<file path="src/rtl/uart_cmd_sequencer.sv">
// uart_cmd_sequencer: decodes rx-FIFO command frames into memory burst writes/reads, streaming read data to the tx FIFO.
// Optional SCHED_ACK_EN adds an ACK state that pushes 8'hA5 after writes and 8'hEE on illegal opcodes.
module uart_cmd_sequencer #(
  parameter int AW = 4,
  parameter int DW = 8
) (
  input  logic          clk,
  input  logic          rst,
  input  logic          rx_empty,
  input  logic [DW-1:0] rx_data,
  output logic          rx_rd,
  output logic [AW-1:0] mem_addr,
  output logic [DW-1:0] mem_wdata,
  output logic          mem_we,
  output logic          mem_re,
  input  logic [DW-1:0] mem_rdata,
  input  logic          tx_full,
  output logic          tx_wr,
  output logic [DW-1:0] tx_data,
  output logic          busy,
  output logic          err
);
  localparam logic [2:0] S_IDLE = 3'd0;
  localparam logic [2:0] S_GET_ADDR = 3'd1;
  localparam logic [2:0] S_WR_DATA = 3'd2;
  localparam logic [2:0] S_RD_REQ = 3'd3;
  localparam logic [2:0] S_RD_PUSH = 3'd4;
  localparam logic [AW-1:0] ONE = 1;
  logic [2:0] state;
  logic [3:0] cnt;
  logic [AW-1:0] addr;
  logic rd_op;
`ifdef SCHED_ACK_EN
  localparam logic [2:0] S_ACK = 3'd5;
  logic [DW-1:0] ack_byte;
  logic in_ack;
  assign in_ack = state == S_ACK;
`endif
  // every strobe is gated by rst so outputs read 0 during reset even mid-burst
  always_comb begin
    rx_rd = !rst && !rx_empty && (state == S_IDLE || state == S_GET_ADDR || state == S_WR_DATA);
    mem_we = rx_rd && state == S_WR_DATA;
    mem_wdata = mem_we ? rx_data : '0;
    mem_re = !rst && state == S_RD_REQ && !tx_full;
    mem_addr = rst ? '0 : addr;
    busy = !rst && state != S_IDLE;
`ifdef SCHED_ACK_EN
    tx_wr = !rst && (state == S_RD_PUSH || (in_ack && !tx_full));
    tx_data = !tx_wr ? '0 : in_ack ? ack_byte : mem_rdata;
`else
    tx_wr = !rst && state == S_RD_PUSH;
    tx_data = tx_wr ? mem_rdata : '0;
`endif
  end
  always_ff @(posedge clk) begin
    if (rst) begin
      state <= S_IDLE;
      cnt <= '0;
      addr <= '0;
      rd_op <= 1'b0;
      err <= 1'b0;
`ifdef SCHED_ACK_EN
      ack_byte <= '0;
`endif
    end else begin
      case (state)
        S_IDLE: if (rx_rd) begin
          if (rx_data[7:6] == 2'b01 || rx_data[7:6] == 2'b10) begin
            cnt <= rx_data[3:0];
            rd_op <= rx_data[7];
            state <= S_GET_ADDR;
          end else if (rx_data[7:6] == 2'b11) begin
            err <= 1'b1;
`ifdef SCHED_ACK_EN
            ack_byte <= 8'hEE;
            state <= S_ACK;
`endif
          end
        end
        S_GET_ADDR: if (rx_rd) begin
          addr <= rx_data[AW-1:0];
          state <= rd_op ? S_RD_REQ : S_WR_DATA;
        end
        S_WR_DATA: if (rx_rd) begin
          addr <= addr + ONE;
          cnt <= cnt - 4'd1;
          if (cnt == 4'd0) begin
`ifdef SCHED_ACK_EN
            ack_byte <= 8'hA5;
            state <= S_ACK;
`else
            state <= S_IDLE;
`endif
          end
        end
        S_RD_REQ: if (!tx_full) state <= S_RD_PUSH;
        // sole writer of the tx FIFO, so space seen in RD_REQ is still there now
        S_RD_PUSH: begin
          addr <= addr + ONE;
          cnt <= cnt - 4'd1;
          state <= cnt == 4'd0 ? S_IDLE : S_RD_REQ;
        end
`ifdef SCHED_ACK_EN
        S_ACK: if (!tx_full) state <= S_IDLE;
`endif
        default: state <= S_IDLE;
      endcase
    end
  end
endmodule

</file>
<file path="config.mk">
export PLATFORM = sky130hd
export DESIGN_NAME = uart_cmd_sequencer
export DESIGN_NICKNAME = d
export VERILOG_FILES = /design/src/rtl/uart_cmd_sequencer.sv
export SDC_FILE = /design/constraint.sdc
export NUM_CORES = 1
export LEC_CHECK = 0
export CORE_MARGIN = 2
export CORE_UTILIZATION = 44
export DETAILED_ROUTE_END_ITERATION = 8
export GPL_ROUTABILITY_DRIVEN = 1
export PLACE_DENSITY_LB_ADDON = 0.3
export SLEW_MARGIN = 20
export SYNTH_ARGS = -nofsm -noshare
export SYNTH_HDL_FRONTEND = slang
export SYNTH_SLANG_ARGS = --single-unit
</file>
<file path="constraint.sdc">
create_clock -name clk -period 3.1 [get_ports clk]
set_input_delay 0.465 -clock clk [delete_from_list [all_inputs] [get_ports clk]]
set_output_delay 0.465 -clock clk [all_outputs]
set_load 0.005 [all_outputs]
</file>
==> results.yml <==
sta:
  timing_hold_violations_final: 0
  worst_slack_ns: 0.241
  skew_ns: 0.00690
  aggregate_negative_setup_slack_ns: 0
  transition_at_the_pin_with_the_smallest_max_transition_slack_ns: 0.693
  timing.final.crit_period_ns: 2.86
  worst_max_slew_margin_expressed_relative_to_the_limit: 0.532
  rsz0062_at_grt: "false"
  maxSlewViolCount: 0
  final.period_utilization: 0.922
  final-setup-viol-count: 0
  fmax_mhz: 350
power_and_ir_drop:
  share_comb_of_total_power: 0.239
  power.switching_mw: 0.115
  swShare: 0.295
  p_leak_nw: 0.563
  internal_power_summed_over_all_cells_mw: 0.274
  clkPwrFrac: 0.292
  power_frac_seq: 0.469
  worst_ir_drop_vdd_mv: 0.190
  final_total_pwr_mw: 0.389
  power.density_cell_area_mw_per_mm2: 256
yosys:
  syn_nets: 154
  synthesis.area_mm2: 0.00102
  syn-instance-count: 131
  synth_async_sr_flop_share: 0
  synth_enable_flop_cells: 0
  seq_area_frac_synth: 0.255
  synthFlopType: "sky130_fd_sc_hd__dfxtp_1"
  postSynthRegisterBits: 13
  ys_warn_count: 0
  synth.distinct_cells: 40
  synth.avg_cell_area_um2: 7.80
cells_and_area:
  final_cell_mix: "45 x sky130_fd_sc_hd__clkdlybuf4s50_1, 17 x sky130_fd_sc_hd__and2_1, 13 x sky130_fd_sc_hd__dfxtp_1"
  layout-drive-gt1-share: 0.0575
  antenna-diode-count: 0
  layout.cells.most_common: "sky130_fd_sc_hd__clkdlybuf4s50_1"
  flow.area_growth_from_synthesis_pct: 48.5
  filler_cell_count: 188
  finish.net_count: 198
drt:
  totalWireLength_um: 2940
  remaining_drc_errors: 0
  via_count: 1174
  detail_route.vias_per_cell: 5.81
  final_antenna_net_count: 0
  initialDrtViolationCount: 46
  wl_per_cell_um: 14.5
  detail_route.first_pass.iterations: 4
global_route:
  grt_pass1_wl_um: 4640
  antenna_found_initial: 0
  grt_use_total: 0.227
  maximum_number_of_pins_on_one_net_before_global_route_repair: 25
  first_global_vias: 1046
  remaining_overflow_grt: 0
floorplan:
  core_area_mm2: 0.00221
  start_util: 0.462
  dieArea_mm2: 0.00272
  chipHeight_um: 52.2
  dieWidth_um: 52.2
  ios: 46
  count_of_standard_cell_rows: 17
clocking:
  clk_pin_slew_ns: 0.09
  cts.sink_count: 13
  post-cts-setup-buffers: 0
  clock_insertion_delay_worst_skew_ns: 0.29
  postCtsResizedCells: 0
  holdBufCountCts: 0
  tritoncts.num_buffers: 3
  clock_tree.root_cell: "sky130_fd_sc_hd__clkbuf_4"
  htree_levels: 1
  cts_tree: "yes"
  max-clock-path-buffers: 2
critical_path:
  crit_fanout: 9
  timing_worst_setup_path_type: "in2out"
  worstSetupStartpointType: "input port"
  endpoint_kind: "output port"
  critical_path_required_ns: 2.63
  critical_path_arrival_ns: 2.39
hold_path:
  timing.hold.worst.class: "reg2reg"
place:
  gpl.final_weighted_congestion: 0.836
  pre_cts_slack_ns: 0.257
  dp_hpwl_um: 2260
  place.port_buffers: 45
status:
  status: "complete, no violations"
flow_run:
  timing.max_cap.violations: 0
-- cell usage after synthesis, types with 2 or more instances --
cell type,n,share of area
sky130_fd_sc_hd__nand2b_1,3,0.018
sky130_fd_sc_hd__nor3b_1,2,0.015
sky130_fd_sc_hd__and2_1,17,0.10
sky130_fd_sc_hd__or4b_2,2,0.020
sky130_fd_sc_hd__dfxtp_1,13,0.25
sky130_fd_sc_hd__or4_1,2,0.015
sky130_fd_sc_hd__o41a_1,2,0.022
sky130_fd_sc_hd__nor2_1,9,0.033
sky130_fd_sc_hd__a221oi_1,2,0.017
sky130_fd_sc_hd__clkbuf_1,8,0.029
sky130_fd_sc_hd__a211oi_1,4,0.029
sky130_fd_sc_hd__o21a_1,2,0.015
sky130_fd_sc_hd__nand2_1,2,0.0073
sky130_fd_sc_hd__or3_1,3,0.018
sky130_fd_sc_hd__o41ai_1,2,0.017
sky130_fd_sc_hd__inv_1,6,0.022
sky130_fd_sc_hd__a21o_1,3,0.022
sky130_fd_sc_hd__nor2b_1,5,0.031
sky130_fd_sc_hd__nor3_1,5,0.024
sky130_fd_sc_hd__and4b_1,2,0.020
sky130_fd_sc_hd__o32ai_1,3,0.026
sky130_fd_sc_hd__ha_1,3,0.037
sky130_fd_sc_hd__a21oi_1,5,0.024
sky130_fd_sc_hd__nand3_1,4,0.020
sky130_fd_sc_hd__a31oi_1,2,0.012
sky130_fd_sc_hd__o21ai_0,6,0.029
-- final cells by class --
type / instances / area (µm²) / area share
clock buffers: 4 / 26.3 / 0.0173
inverters: 6 / 22.5 / 0.0148
multi-input cells: 102 / 693 / 0.457
flip-flops and latches: 13 / 260 / 0.171
well taps: 28 / 35.0 / 0.0231
repair buffers: 49 / 480 / 0.317
-- routing by layer --
layer	share of wire	wire, µm	track usage	vias to the layer above
met5	0	0	0	-
met1	0.44	1300	0.273	544
met2	0.47	1370	0.388	45
li1	-	-	-	578
met4	0.019	57	0.0983	0
met3	0.073	214	0.0486	7
-- worst max-delay path, cell delays in order --
cell,delay (ns)
sky130_fd_sc_hd__clkdlybuf4s50_1,0.49
sky130_fd_sc_hd__or3_1,0.41
sky130_fd_sc_hd__nor3b_1,0.22
sky130_fd_sc_hd__buf_4,0.17
sky130_fd_sc_hd__and2_1,0.13
sky130_fd_sc_hd__clkdlybuf4s50_1,0.50
-- metrics by stage --
stage / cell area, µm² / hold WS, ns / util / instances
floorplan: 1020 / 0.438 / - / 131
global placement: 1490 / 0.452 / 0.674 / 198
detailed placement: 1490 / 0.469 / 0.674 / 198
CTS: 1520 / 0.485 / 0.686 / 202
global route: 1520 / 0.511 / 0.686 / 202
finish: 1520 / 0.482 / 0.686 / 202
-- power by group through the flow --
stage | Clock [mW] | Sequential [mW] | Combinational (mW)
3_3_place_gp | 0 | 0.186 | 0.0888
2_1_floorplan | 0 | 0.180 | 0.0517
4_1_cts | 0.119 | 0.182 | 0.0922
5_1_grt | 0.120 | 0.184 | 0.102
6_report | 0.113 | 0.183 | 0.0930
3_5_place_dp | 0 | 0.186 | 0.0917
-- flip-flops by register name, indices dropped and copies added, names as in the netlist --
name   count
addr       4
cnt        4
state      3
err        1
rd_op      1
-- cell families (layout without fill, tap and decap cells) --
kind of cell,count (synthesis),in the layout,synth area share
DFF,13,13,0.255
buffers and inverters,16,59,0.0673
muxes,1,1,0.0110
xor gates and xnor gates,1,1,0.00857
AOI/OAI and AO/OA,37,37,0.263
and+or+nand+nor,60,60,0.359
adders and majority gates,3,3,0.0367
-- worst paths after layout --
path / from / to / slack [ns] / cells after the start
max: rx_empty / mem_wdata[5] / 0.24 / 6
min: rd_op$_SDFFE_PP0P_ / rd_op$_SDFFE_PP0P_ / 0.48 / 2
max reg2reg: state[1]$_SDFFE_PP0P_ / addr[0]$_SDFFE_PP0P_ / 0.97 / 4
min reg2reg: rd_op$_SDFFE_PP0P_ / rd_op$_SDFFE_PP0P_ / 0.48 / 2
Note: power is estimated with default switching activity, not from simulation.
